[config.mk]
export PLATFORM = sky130hd
export DESIGN_NAME = control_sequencer
export DESIGN_NICKNAME = d
export VERILOG_FILES = /design/src/rtl/control_sequencer.sv
export SDC_FILE = /design/constraint.sdc
export NUM_CORES = 1
export LEC_CHECK = 0
export CORE_ASPECT_RATIO = 2
export CORE_MARGIN = 2
export CORE_UTILIZATION = 37
export CTS_CLUSTER_DIAMETER = 80
export CTS_CLUSTER_SIZE = 8
export DETAILED_ROUTE_END_ITERATION = 10
export GPL_TIMING_DRIVEN = 0
export MAX_ROUTING_LAYER = met4
export PLACE_DENSITY_LB_ADDON = 0.1
export REMOVE_ABC_BUFFERS = 1
export SLEW_MARGIN = 20
export SYNTH_ARGS = -nofsm -noshare
export SYNTH_HDL_FRONTEND = slang
export SYNTH_SLANG_ARGS = --single-unit
export TNS_END_PERCENT = 5
[constraint.sdc]
create_clock -name clock -period 2.7 [get_ports clock]
set_input_delay 0.405 -clock clock [delete_from_list [all_inputs] [get_ports clock]]
set_output_delay 0.405 -clock clock [all_outputs]
set_load 0.1 [all_outputs]
[src/rtl/control_sequencer.sv]
// -----------------------------------------------------------------------------
// control_sequencer
//
// Hardwired control unit for the DataPath. It fetches each instruction through
// PC/MAR/MDR/IR, decodes the IR, and sequences the T-state control strobes.
// Supported instructions are three-register ALU ops, mul/div, nop and halt.
//
// Instruction fields: op=IR[31:27], ra=IR[26:23], rb=IR[22:19], rc=IR[18:15].
//
// Parameters
//   MEM_TIMEOUT   most cycles spent in T1 waiting for mem_ready before bus_error
//   ILLEGAL_HALT  1: an illegal opcode halts the CPU; 0: it behaves as nop
//
// Ports
//   clock        system clock; all state changes on posedge
//   clear        asynchronous, active-low reset
//   IR           instruction register contents (valid from T3 onward)
//   mem_ready    memory read data is valid this cycle
//   stop         level request to halt at the next instruction boundary
//   regIn        one-hot general-register load enables
//   regOut       one-hot general-register bus drive enables
//   PCOut .. LoIn  single-bit datapath strobes
//   memRead      memory read request, held while waiting
//   ALUcode      ALU operation select
//   run          1 while executing; 0 in RESET_S and HALT_S
//   illegal_op   one-cycle pulse in T3 on an undefined opcode
//   bus_error    sticky memory-timeout flag, cleared only by clear
//   state        current state encoding (debug)
// -----------------------------------------------------------------------------
module control_sequencer #(
  parameter int MEM_TIMEOUT  = 16,
  parameter bit ILLEGAL_HALT = 1'b0
) (
  input  logic        clock,
  input  logic        clear,
  input  logic [31:0] IR,
  input  logic        mem_ready,
  input  logic        stop,
  output logic [15:0] regIn,
  output logic [15:0] regOut,
  output logic        PCOut,
  output logic        PCIn,
  output logic        IncPC,
  output logic        MARIn,
  output logic        MDRIn,
  output logic        MDRread,
  output logic        MDROut,
  output logic        IRIn,
  output logic        YIn,
  output logic        ZIn,
  output logic        ZHiOut,
  output logic        ZLoOut,
  output logic        HiIn,
  output logic        LoIn,
  output logic        memRead,
  output logic [4:0]  ALUcode,
  output logic        run,
  output logic        illegal_op,
  output logic        bus_error,
  output logic [3:0]  state
);

  typedef enum logic [3:0] {
    RESET_S = 4'd0,
    T0_S    = 4'd1,
    T1_S    = 4'd2,
    T2_S    = 4'd3,
    T3_S    = 4'd4,
    T4_S    = 4'd5,
    T5_S    = 4'd6,
    T6_S    = 4'd7,
    HALT_S  = 4'd8
  } state_t;

  typedef enum logic [2:0] {
    C_ALU,
    C_MULDIV,
    C_NOP,
    C_HALT,
    C_ILLEGAL
  } op_class_t;

  localparam int CW = $clog2(MEM_TIMEOUT + 1);

  state_t          cur_state;
  op_class_t       op_class;
  logic [CW-1:0]   wait_cnt;
  logic [4:0]      op;
  logic [3:0]      ra;
  logic [3:0]      rb;
  logic [3:0]      rc;
  logic            unused_ir;

  assign op = IR[31:27];
  assign ra = IR[26:23];
  assign rb = IR[22:19];
  assign rc = IR[18:15];

  // The low instruction bits carry no meaning for this instruction subset.
  assign unused_ir = ^IR[14:0];

  assign state = cur_state;

  // Opcode classification.
  always_comb begin
    op_class = C_ILLEGAL;
    if (op <= 5'b01100) begin
      op_class = C_ALU;
    end else begin
      case (op)
        5'b01111, 5'b10000: op_class = C_MULDIV;
        5'b11010:           op_class = C_NOP;
        5'b11011:           op_class = C_HALT;
        default:            op_class = C_ILLEGAL;
      endcase
    end
  end

  // State sequencing, memory-wait timeout and the sticky bus error.
  // At an instruction boundary, stop diverts the sequencer to HALT_S instead of T0.
  always_ff @(posedge clock or negedge clear) begin
    if (!clear) begin
      cur_state <= RESET_S;
      wait_cnt  <= '0;
      bus_error <= 1'b0;
    end else begin
      // NOTE: sequential state uses non-blocking assignments, so every register
      // here updates from the values present before this clock edge.
      case (cur_state)
        RESET_S: cur_state <= T0_S;
        T0_S: begin
          cur_state <= T1_S;
          wait_cnt  <= '0;
        end
        T1_S: begin
          if (mem_ready) begin
            cur_state <= T2_S;
            wait_cnt  <= '0;
          end else if (wait_cnt == CW'(MEM_TIMEOUT - 1)) begin
            // This was the last permitted wait cycle.
            cur_state <= HALT_S;
            bus_error <= 1'b1;
            wait_cnt  <= '0;
          end else begin
            wait_cnt <= wait_cnt + 1'b1;
          end
        end
        T2_S: cur_state <= T3_S;
        T3_S: begin
          case (op_class)
            C_ALU, C_MULDIV: cur_state <= T4_S;
            C_HALT:          cur_state <= HALT_S;
            C_ILLEGAL:       cur_state <= (ILLEGAL_HALT || stop) ? HALT_S : T0_S;
            default:         cur_state <= stop ? HALT_S : T0_S;
          endcase
        end
        T4_S: cur_state <= T5_S;
        T5_S: begin
          if (op_class == C_MULDIV) cur_state <= T6_S;
          else                      cur_state <= stop ? HALT_S : T0_S;
        end
        T6_S:    cur_state <= stop ? HALT_S : T0_S;
        HALT_S:  cur_state <= HALT_S;
        default: cur_state <= RESET_S;
      endcase
    end
  end

  // Moore decode of the state and the IR fields. IR is only consulted from
  // T3 onward, because it is loaded during T2.
  always_comb begin
    // NOTE: every output gets a default first, so no path through the case
    // leaves one unassigned (which would infer a latch).
    regIn      = '0;
    regOut     = '0;
    PCOut      = 1'b0;
    PCIn       = 1'b0;
    IncPC      = 1'b0;
    MARIn      = 1'b0;
    MDRIn      = 1'b0;
    MDRread    = 1'b0;
    MDROut     = 1'b0;
    IRIn       = 1'b0;
    YIn        = 1'b0;
    ZIn        = 1'b0;
    ZHiOut     = 1'b0;
    ZLoOut     = 1'b0;
    HiIn       = 1'b0;
    LoIn       = 1'b0;
    memRead    = 1'b0;
    ALUcode    = '0;
    illegal_op = 1'b0;
    run        = (cur_state != RESET_S) && (cur_state != HALT_S);

    case (cur_state)
      T0_S: begin
        PCOut = 1'b1;
        MARIn = 1'b1;
        IncPC = 1'b1;
        ZIn   = 1'b1;
      end
      T1_S: begin
        ZLoOut  = 1'b1;
        PCIn    = 1'b1;
        memRead = 1'b1;
        MDRread = 1'b1;
        MDRIn   = 1'b1;
      end
      T2_S: begin
        MDROut = 1'b1;
        IRIn   = 1'b1;
      end
      T3_S: begin
        if (op_class == C_ALU || op_class == C_MULDIV) begin
          regOut = 16'd1 << rb;
          YIn    = 1'b1;
        end
        illegal_op = (op_class == C_ILLEGAL);
      end
      T4_S: begin
        regOut  = 16'd1 << rc;
        ALUcode = op;
        ZIn     = 1'b1;
      end
      T5_S: begin
        ZLoOut = 1'b1;
        if (op_class == C_MULDIV) LoIn  = 1'b1;
        else                      regIn = 16'd1 << ra;
      end
      T6_S: begin
        ZHiOut = 1'b1;
        HiIn   = 1'b1;
      end
      default: ;
    endcase
  end

endmodule

==> out/summary.txt <==
STATUS
----------------------------------------------------------------------------------------
Result of the run                                                           finished clean

YOSYS
----------------------------------------------------------------------------------------
Synth top area cells                                                        dfrtp_1 (20%), nor2_1 (6.5%), buf_4 (4.7%), nand2_1 (4.7%), o31ai_1 (4.7%)
Cell with the most instances after synthesis                                      nor2_1
Flop and latch count out of synthesis                                                 10
Yosys top cell by area                                                           dfrtp_1
Top-area cell type share of the netlist area                                       0.196
Cell types with the highest counts after synthesis                          nor2_1 (22), nand2_1 (16), dfrtp_1 (10), nand2b_1 (9), nor3_1 (9)
Synthesized area divided by synthesized cell count                            7.50 sq um
Netlist area before placement                                                 1270 sq um
Cells after Synth                                                                    170
Number of enable flip-flop cells after synthesis                                       0
Ys flop type                                                                     dfrtp_1
Post-synth cell types                                                                 49
Share of the yosys chip area belonging to registers                                0.196
Count of warnings emitted by yosys                                                     0
Fraction of synthesis flops using an asynchronous set or reset pin                  1.00

CLOCK NETWORK
----------------------------------------------------------------------------------------
Clock-pin transition on the worst setup and hold timing paths                      40 ps
Number of buffers inserted during clock tree synthesis                                 3
Total number of clock tree sinks                                                      10
CTS H-tree depth                                                                       1
Clock tree from TritonCTS                                                           done
CTS Root Cell                                                                   clkbuf_8
Post-cts hold buffer count                                                             0
Later-pin clock latency in the skew report                                        220 ps
Maximum number of buffers from clock root to sink                                      2

WORST SETUP PATH
----------------------------------------------------------------------------------------
Largest fanout on the critical path                                                   13
Critical path type                                                               reg2out
Critical-path cell with the highest stage delay                             dlygate4sd1_1
CP arrival                                                                       2280 ps
Nature of the critical path startpoint                                          register
Biggest cell delay along the critical path                                        910 ps
Worst path required time                                                         2300 ps
Endpoint type of the worst setup path                                        output port
CP Cell Sequence                                                            nor4b_1, dlygate4sd1_1

DETAILED ROUTING
----------------------------------------------------------------------------------------
Wire per inst                                                                    16.5 um
Wire length after detailed routing                                               4510 um
Post-route ant nets                                                                    0
Number of iterations in the first detailed-routing pass                                4
Via density per instance                                                            5.86
Number of vias after detailed routing                                              1,599
Initial drt markers                                                                   19
Number of remaining DRC errors                                                         0

DIE
----------------------------------------------------------------------------------------
Top-level port count                                                                  95
Std-Cell Rows                                                                         30
Die Footprint                                                                 3960 sq um
Initial cell density of the core                                                   0.382
Floorplan die width                                                              45.5 um
Area of the core                                                              3340 sq um
Die height                                                                       87.0 um

LAYOUT
----------------------------------------------------------------------------------------
Final std cells w/o fill                                                             273
Fraction of final layout cells sized beyond drive strength 1                       0.303
Number of nets in the final layout                                                   280
Synthesis-to-finish area growth                                                    56.7%
Number of antenna diodes                                                               0
End-of-flow core utilization                                                       0.598

TIMING
----------------------------------------------------------------------------------------
Clock Skew                                                                      0.833 ps
Least-Margin Pin Slew                                                             984 ps
Portion of the clock cycle consumed by the worst path in the final layout          0.994
F_max                                                                            373 MHz
Fin. max-slew vios                                                                     0
Final hold violation count                                                             0
Final setup fails                                                                      0
Total negative slack                                                                0 ps
Hold WS                                                                           458 ps
Unrepaired setup endpoints after global routing                                     true
Remaining max-slew budget at the tightest pin                                      0.342
Final critical delay including setup and external delays                         2680 ps

POWER
----------------------------------------------------------------------------------------
Final Power                                                                      2.04 mW
Leakage power                                                                   0.876 nW
Power Dens Cells                                                            1020 nW/um^2
Worst supply voltage drop on vdd                                                 1.05 mV

RUN
----------------------------------------------------------------------------------------
Max-capacitance violation count                                                        0

GRT
----------------------------------------------------------------------------------------
Global-route wire length before repair                                           6750 um
Initial antenna violation count                                                        0
Maximum number of pins on one net before global-route repair                          19
Total overflow reported by the global router                                           0
Overall routing resource usage                                                     0.226
Number of global-route vias before repair                                          1,573

MIN PATH
----------------------------------------------------------------------------------------
Path type of the worst min-delay path                                            reg2reg

PLACE
----------------------------------------------------------------------------------------
Sum of net half-perimeters after detailed placement                              3480 um
I/O Buffers                                                                           79
Placed Instances                                                                     267
Gpl congestion                                                                     0.875

## sequential cells by signal, summed over array words and instances, names as in the netlist
register   count
state          4
wait_cnt       5
bus_error      1
## worst max-delay path, delay by kind of cell, from the launching register on
| kind | cells | cell delay, ps |
|---|---|---|
| AND/OR/NAND/NOR | 1 | 640 |
| buffers and inverters | 1 | 910 |
| flip-flops | 1 | 510 |
## per-stage QoR
step / setup slack, ps / area [sq um]
2_1_floorplan: -9310 / 1170
3_3_place_gp: -1050 / 2000
3_5_place_dp: -1090 / 2000
4_1_cts: -97.0 / 1960
5_1_grt: -82.0 / 2000
6_report: 15.7 / 2000
## cell usage in the layout, fill, tap and decap left out, types with 2 or more instances in the layout
master           count
a21oi_1              3
a221oi_1             2
a22o_1               2
and2_1               4
and2_2               2
and3b_1              2
buf_2               11
buf_4               22
buf_6                2
clkbuf_2             5
clkbuf_8             3
clkdlybuf4s15_2      6
clkdlybuf4s50_1     23
dfrtp_1              6
dfrtp_2              4
dlygate4sd1_1        3
dlygate4sd2_1        7
inv_1                3
mux2_2               2
nand2_1             16
nand2b_1             9
nand3_1              7
nand3b_1             4
nand4_1              2
nand4b_1             2
nor2_1              22
nor2b_1              3
nor3_1               8
nor3_2               2
nor3b_1              2
o21ai_0              6
o31ai_1              8
o32ai_1              4
o41ai_1              3
or2_2                2
or3_1                4
## power breakdown
part	internal, mW	total, mW	switching [mW]
registers	0.195	0.309	0.114
clock network	0.0968	0.146	0.0487
logic	0.353	1.59	1.24
## logic make-up (layout without fill, tap and decap cells)
family	Yosys count	after routing	share of synthesized area
AO/OA/AOI/OAI	39	39	0.233
XOR/XNOR	1	1	0.00687
adder cells (fa/ha/maj)	1	1	0.00981
buffers and inverters	17	88	0.0883
flip-flops	10	10	0.196
multiplexers	2	2	0.0177
AND/OR/NAND/NOR	100	100	0.448
## final timing paths
path                                 from          end  slack, ps  cells past startpoint
max in group asynchronous           clear     state[0]       1880                      1
worst max register to register   state[1]  wait_cnt[0]        900                      3
worst min-delay path            bus_error    bus_error        460                      1
min in group asynchronous           clear  wait_cnt[1]        490                      1
worst min register to register  bus_error    bus_error        460                      1
worst max-delay path             state[1]        IncPC         20                      2
## routing by layer
metal | GRT usage | share of wire
met5 | - | 0
met4 | 0.118 | 0.035
met3 | 0.0249 | 0.035
met2 | 0.426 | 0.58
met1 | 0.202 | 0.35
## what timing repair did
item / CTS / global route
pin swaps: 2 / 2
resized for setup: 245 / 28
setup endpoints to repair: 51 / 42
buffers inserted: 0 / 3
## layout make-up
cell class	instances	area, sq um
clock buffer	3	41.3
fill	303	1340
inverter	3	11.3
multi-input combinational	143	967
sequential	10	255
tap	32	40.0
timing repair buffer	82	683
No activity file was read; power rests on OpenSTA's default activity.
